<file path="src/rtl/regs_pkg.sv">
// rtl/regs_pkg.sv - shared constants and helpers for the x0..x31 register file
package regs_pkg;

  localparam int REG_NUM = 32;
  localparam int REG_W   = 32;
  localparam int ADDR_W  = $clog2(REG_NUM);

  localparam logic [REG_W-1:0]  ZERO_WORD = '0;
  localparam logic [ADDR_W-1:0] ZERO_REG  = '0;

  typedef logic [REG_NUM-1:0][REG_W-1:0] reg_array_t;

  // x0 is hardwired, so a write only takes effect when it targets x1..x31
  function automatic logic write_commits(input logic wen, input logic [ADDR_W-1:0] waddr);
    return wen && (waddr != ZERO_REG);
  endfunction

endpackage

</file>
<file path="src/rtl/regs_if.sv">
// rtl/regs_if.sv - execute/decode facing bus of the register file; optional debug read port under REGS_DBG_PORT_EN
interface regs_if #(
  parameter int CNT_W = 32
);
  import regs_pkg::*;

  logic              reg_wen_i;
  logic [ADDR_W-1:0] reg_waddr_i;
  logic [REG_W-1:0]  reg_wdata_i;
  logic [ADDR_W-1:0] reg1_raddr_i;
  logic [ADDR_W-1:0] reg2_raddr_i;
  logic [REG_W-1:0]  reg1_rdata_o;
  logic [REG_W-1:0]  reg2_rdata_o;
  logic [CNT_W-1:0]  wr_cnt_o;
`ifdef REGS_DBG_PORT_EN
  logic [ADDR_W-1:0] dbg_raddr_i;
  logic [REG_W-1:0]  dbg_rdata_o;
`endif

  modport master (
`ifdef REGS_DBG_PORT_EN
    output dbg_raddr_i,
    input  dbg_rdata_o,
`endif
    output reg_wen_i,
    output reg_waddr_i,
    output reg_wdata_i,
    output reg1_raddr_i,
    output reg2_raddr_i,
    input  reg1_rdata_o,
    input  reg2_rdata_o,
    input  wr_cnt_o
  );

  modport slave (
`ifdef REGS_DBG_PORT_EN
    input  dbg_raddr_i,
    output dbg_rdata_o,
`endif
    input  reg_wen_i,
    input  reg_waddr_i,
    input  reg_wdata_i,
    input  reg1_raddr_i,
    input  reg2_raddr_i,
    output reg1_rdata_o,
    output reg2_rdata_o,
    output wr_cnt_o
  );

endinterface

</file>
<file path="src/rtl/regs_rd_port.sv">
// rtl/regs_rd_port.sv - one combinational read port: x0, same-cycle write forward, then storage
module regs_rd_port
  import regs_pkg::*;
(
  input  logic              rst_n,
  input  logic [ADDR_W-1:0] raddr,
  input  logic              wen,
  input  logic [ADDR_W-1:0] waddr,
  input  logic [REG_W-1:0]  wdata,
  input  reg_array_t        regs_q,
  output logic [REG_W-1:0]  rdata
);

  always_comb begin
    rdata = ZERO_WORD;
    if (!rst_n || raddr == ZERO_REG) begin
      rdata = ZERO_WORD;
    end else if (wen && raddr == waddr) begin
      rdata = wdata;
    end else begin
      rdata = regs_q[raddr];
    end
  end

endmodule

</file>
<file path="src/rtl/regs.sv">
// rtl/regs.sv - integer register file x0..x31 with forwarding and retired-write counter; REGS_DBG_PORT_EN adds a third read port
module regs
  import regs_pkg::*;
#(
  parameter int CNT_W = 32
) (
  input logic clk,
  input logic rst_n,
  regs_if.slave bus
);

  reg_array_t       regs_q;
  logic [CNT_W-1:0] wr_cnt_q;
  logic             commit;

  assign commit = write_commits(bus.reg_wen_i, bus.reg_waddr_i);

  // Entry 0 is never written, so it stays at its reset value of zero
  always_ff @(posedge clk or negedge rst_n) begin
    if (!rst_n) begin
      regs_q   <= '0;
      wr_cnt_q <= '0;
    end else if (commit) begin
      regs_q[bus.reg_waddr_i] <= bus.reg_wdata_i;
      wr_cnt_q                <= wr_cnt_q + CNT_W'(1);
    end
  end

  assign bus.wr_cnt_o = wr_cnt_q;

  regs_rd_port u_rd1 (
    .rst_n  (rst_n),
    .raddr  (bus.reg1_raddr_i),
    .wen    (bus.reg_wen_i),
    .waddr  (bus.reg_waddr_i),
    .wdata  (bus.reg_wdata_i),
    .regs_q (regs_q),
    .rdata  (bus.reg1_rdata_o)
  );

  regs_rd_port u_rd2 (
    .rst_n  (rst_n),
    .raddr  (bus.reg2_raddr_i),
    .wen    (bus.reg_wen_i),
    .waddr  (bus.reg_waddr_i),
    .wdata  (bus.reg_wdata_i),
    .regs_q (regs_q),
    .rdata  (bus.reg2_rdata_o)
  );

`ifdef REGS_DBG_PORT_EN
  regs_rd_port u_rd_dbg (
    .rst_n  (rst_n),
    .raddr  (bus.dbg_raddr_i),
    .wen    (bus.reg_wen_i),
    .waddr  (bus.reg_waddr_i),
    .wdata  (bus.reg_wdata_i),
    .regs_q (regs_q),
    .rdata  (bus.dbg_rdata_o)
  );
`endif

endmodule

</file>
<file path="src/flat_wrapper.sv">
// flat-port wrapper written by rule: the top's interface ports become plain ports
module regs_flat import regs_pkg::*;
#(
  parameter int CNT_W = 32
)
  (clk, rst_n, bus_reg_wen_i, bus_reg_waddr_i, bus_reg_wdata_i, bus_reg1_raddr_i, bus_reg2_raddr_i, bus_reg1_rdata_o, bus_reg2_rdata_o, bus_wr_cnt_o);
  regs_if #(.CNT_W(CNT_W)) bus_i ();
  input logic clk;
  input logic rst_n;
  input wire logic [$bits(bus_i.reg_wen_i)-1:0] bus_reg_wen_i;
  input wire logic [$bits(bus_i.reg_waddr_i)-1:0] bus_reg_waddr_i;
  input wire logic [$bits(bus_i.reg_wdata_i)-1:0] bus_reg_wdata_i;
  input wire logic [$bits(bus_i.reg1_raddr_i)-1:0] bus_reg1_raddr_i;
  input wire logic [$bits(bus_i.reg2_raddr_i)-1:0] bus_reg2_raddr_i;
  output wire logic [$bits(bus_i.reg1_rdata_o)-1:0] bus_reg1_rdata_o;
  output wire logic [$bits(bus_i.reg2_rdata_o)-1:0] bus_reg2_rdata_o;
  output wire logic [$bits(bus_i.wr_cnt_o)-1:0] bus_wr_cnt_o;
  assign bus_i.reg_wen_i = bus_reg_wen_i;
  assign bus_i.reg_waddr_i = bus_reg_waddr_i;
  assign bus_i.reg_wdata_i = bus_reg_wdata_i;
  assign bus_i.reg1_raddr_i = bus_reg1_raddr_i;
  assign bus_i.reg2_raddr_i = bus_reg2_raddr_i;
  assign bus_reg1_rdata_o = bus_i.reg1_rdata_o;
  assign bus_reg2_rdata_o = bus_i.reg2_rdata_o;
  assign bus_wr_cnt_o = bus_i.wr_cnt_o;
  regs #(.CNT_W(CNT_W)) u_core (.clk(clk), .rst_n(rst_n), .bus(bus_i));
endmodule
</file>
<file path="config.mk">
export PLATFORM = sky130hd
export DESIGN_NAME = regs_flat
export DESIGN_NICKNAME = d
export VERILOG_FILES = /design/src/rtl/regs_pkg.sv /design/src/rtl/regs_if.sv /design/src/rtl/regs_rd_port.sv /design/src/rtl/regs.sv /design/src/flat_wrapper.sv
export SDC_FILE = /design/constraint.sdc
export NUM_CORES = 2
export LEC_CHECK = 0
export ABC_CLOCK_PERIOD_IN_PS = 3200
export BUFFER_PORTS_ARGS = -buffer_cell sky130_fd_sc_hd__buf_2
export CAP_MARGIN = 0
export CORE_MARGIN = 1.5
export CORE_UTILIZATION = 55
export DETAILED_ROUTE_END_ITERATION = 8
export GPL_TIMING_DRIVEN = 0
export PLACE_DENSITY = 0.81
export SYNTH_ARGS = -nofsm -noshare
export SYNTH_HDL_FRONTEND = slang
export SYNTH_SLANG_ARGS = --single-unit
</file>
<file path="constraint.sdc">
create_clock -name clk -period 3.2 [get_ports clk]
set_input_delay 0.32 -clock clk [delete_from_list [all_inputs] [get_ports clk]]
set_output_delay 0.32 -clock clk [all_outputs]
set_load 0.01 [all_outputs]
</file>
==> impl_metrics.json <==
{
  "cts_sinks": 1056,
  "reg2reg_depth": 5,
  "dp_hpwl_mm": 150,
  "setup_tns_ns": -5.42,
  "maxSlewHeadroom": 0.0455,
  "synth_top_family_by_area": "multiplexers",
  "clk_latency_ns": 0.72,
  "layout_common_cells": "dfrtp_1, mux2_2, mux2_1, mux4_2, buf_2",
  "synthTopCellsByArea": "dfrtp_1, mux4_2, mux2_2, mux2_1, mux2i_1",
  "crit_path_max_fanout": 10,
  "dr.pass1.iters": 9,
  "place.gp.congestion": 1.05,
  "synth_cell_type_count": 63,
  "areaGrowthSynthToFinish_pct": 14.1,
  "start_util": 0.557,
  "syn_avg_cell_area_um2": 14.3,
  "grt_max_degree": 160,
  "clk_root_buffer_cell": "clkbuf_16",
  "numCtsBuffers": 111,
  "final_common_cell": "dfrtp_1",
  "overflow": 0,
  "drt_iter0_drc": 7658,
  "antenna_found_initial": 18,
  "globalRouteMet3Util": 0.207,
  "synth_mux_area_frac": 0.397,
  "tightest_slew_ns": 1.43,
  "layoutNonFillerInstCount": 5766,
  "drcViolationCount": 20,
  "syn_area_um2": 56800,
  "via_count": 43700,
  "core_area_um2": 102000,
  "dieArea_um2": 105000,
  "fmax_mhz": 293,
  "rows": 117,
  "clk_pin_slew_ns": 0.06,
  "status": "finished with violations",
  "postRouteAntennaNets": 0,
  "synth_top_area_cell": "dfrtp_1",
  "wl_per_cell_um": 38.2,
  "gr-usage-met2": 0.567,
  "synth_compound_area_frac": 0.0694,
  "start_kind": "primary input",
  "cellLeakagePower_nw": 28.7,
  "rsz0062_at_grt": "yes",
  "finalPower_mw": 40.2,
  "detail_route.wirelength_mm": 220,
  "htreeDepth": 3,
  "worstPathArrival_ns": 3.09,
  "synth.top_cell.area_share": 0.465,
  "syn_inst": 3979,
  "grt.total_usage": 0.414,
  "yosys.area_share.simple": 0.0228,
  "setup.worst_path.class": "in2out",
  "hp-class": "in2async",
  "synthXorXnorAreaFrac": 0.00632,
  "dp_cells": 5495,
  "cts_buffer_depth": 3,
  "cts_tree": "done",
  "syn-num-nets": 4030,
  "dieWidth_um": 324,
  "yosysSeqAreaShare": 0.465,
  "die_y_um": 324,
  "violations": "DRC, setup timing",
  "vias_per_cell": 7.57,
  "grt_pass1_wl_mm": 310,
  "grt_pass1_vias": 43800,
  "drv_slew": 0,
  "power.density_nw_per_um2": 620,
  "fin_crit_ns": 3.41,
  "nets": 4346,
  "clock_skew_ns": 0.00403,
  "hold_viol_final": 0,
  "busiest_layer": "met2",
  "end_kind": "output port",
  "setup-violations-final": 55,
  "ir_drop_v": 0.000475,
  "port_buffers": 141,
  "setup_slack_ns": -0.208,
  "worstPathRequired_ns": 2.88,
  "synth_fa_ha_area_frac": 0.000220,
  "drive_gt1_frac": 0.399,
  "max_cap_violations": 0,
  "period_share": 1.06,
  "finalCoreUtilization": 0.635,
  "num_io_pins": 146,
  "synth_seq_cells": 1056,
  "use_met1": 0.491,
  "yosysWarnings": 0
}
worst paths after layout:
path / from / to / slack (ns)
max: bus_reg1_raddr_i[2] / bus_reg1_rdata_o[11] / -0.21
min: rst_n / u_core.regs_q[10]$_DFFE_PN0P_ / 0.04
max reg2reg: u_core.bus.wr_cnt_o[6]$_DFFE_PN0P_ / u_core.bus.wr_cnt_o[21]$_DFFE_PN0P_ / 0.99
min reg2reg: u_core.regs_q[7]$_DFFE_PN0P_ / u_core.regs_q[7]$_DFFE_PN0P_ / 0.48
max in group asynchronous: rst_n / u_core.regs_q[738]$_DFFE_PN0P_ / 0.81
min in group clk: bus_reg_wdata_i[27] / u_core.regs_q[251]$_DFFE_PN0P_ / 0.07
routing by layer:
metal  vias up  wire length, um
met4        36            21000
li1      16100                -
met5         -              807
met3      1313            35500
met2      4122            89800
met1     22100            73200
what timing repair did:
item	in CTS	in global routing
gates cloned	7	0
gates resized for setup	175	75
endpoints found under the hold margin	204	0
buffers inserted	6	0
endpoints found under the setup margin	64	49
pin swaps	2	4
hold buffers	46	0
power by group:
part | leakage, nW | switching (mW) | internal (mW)
logic | 13.2 | 4.19 | 4.48
clock network | 1.89 | 5.71 | 7.99
registers | 13.6 | 1.98 | 15.9
total | 28.7 | 11.9 | 28.3
cell families after synthesis:
kind of cell               count (synthesis)
buffers and inverters                    449
and+or+nand+nor                          263
AOI/OAI and AO/OA                        517
xor gates and xnor gates                  41
muxes                                   1652
DFF                                     1056
adders and majority gates                  1
area by class of cell:
class | instances | area (um^2)
diodes | 17 | 42.5
plain buffers | 437 | 2480
clock buffers | 158 | 3320
clock inverters | 41 | 498
fillers | 7457 | 37200
inverters | 8 | 30.0
multi-input cells | 2474 | 28600
flip-flops and latches | 1056 | 26400
well taps | 1368 | 1710
repair buffers | 207 | 1750
flip-flops by register name, indices dropped and copies added, names as in the netlist:
register	flops
u_core.bus.wr_cnt_o	32
u_core.regs_q	1024
per-stage QoR:
step	worst slack (ns)	cell area [um^2]	hold slack [ns]
detailed placement	-2.29	59400	0.272
global route	-0.0767	64800	0.0337
CTS	0.00170	64600	0.00749
floorplan	0.865	56800	0.0244
finish	-0.208	64800	0.0435
global placement	-23.80	59200	0.454
cells in the mapped netlist (all sizes together):
cell type	instances
dfrtp	1056
mux2	1046
mux4	375
buf	234
mux2i	231
clkbuf	207
a221oi	110
nand2	87
a22oi	76
o21ai	73
nor2	57
a21oi	48
a221o	45
o21bai	37
o22ai	37
xnor2	34
nand3	25
nor2b	25
o221ai	24
nor3	20
a211oi	18
a31oi	18
o2111a	13
and4	8
nand4	7
nor4	7
xor2	7
a2111oi	6
inv	6
nand2b	6
and2	5
o211a	5
or2	5
and3	3
nand4b	3
nor3b	3
o211ai	3
clkinv	2
a21boi	1
and2b	1
ha	1
o2111ai	1
o21a	1
o31a	1
or4	1
worst max-delay path, cell delays in order:
cell and delay, ns:
buf_2 0.12, buf_4 0.26, buf_2 0.38, clkbuf_2 0.58, nand2_1 0.45, o22ai_1 0.32
o21bai_1 0.21, o2111a_2 0.25, buf_2 0.16
Note: power is estimated with default switching activity, not from simulation.
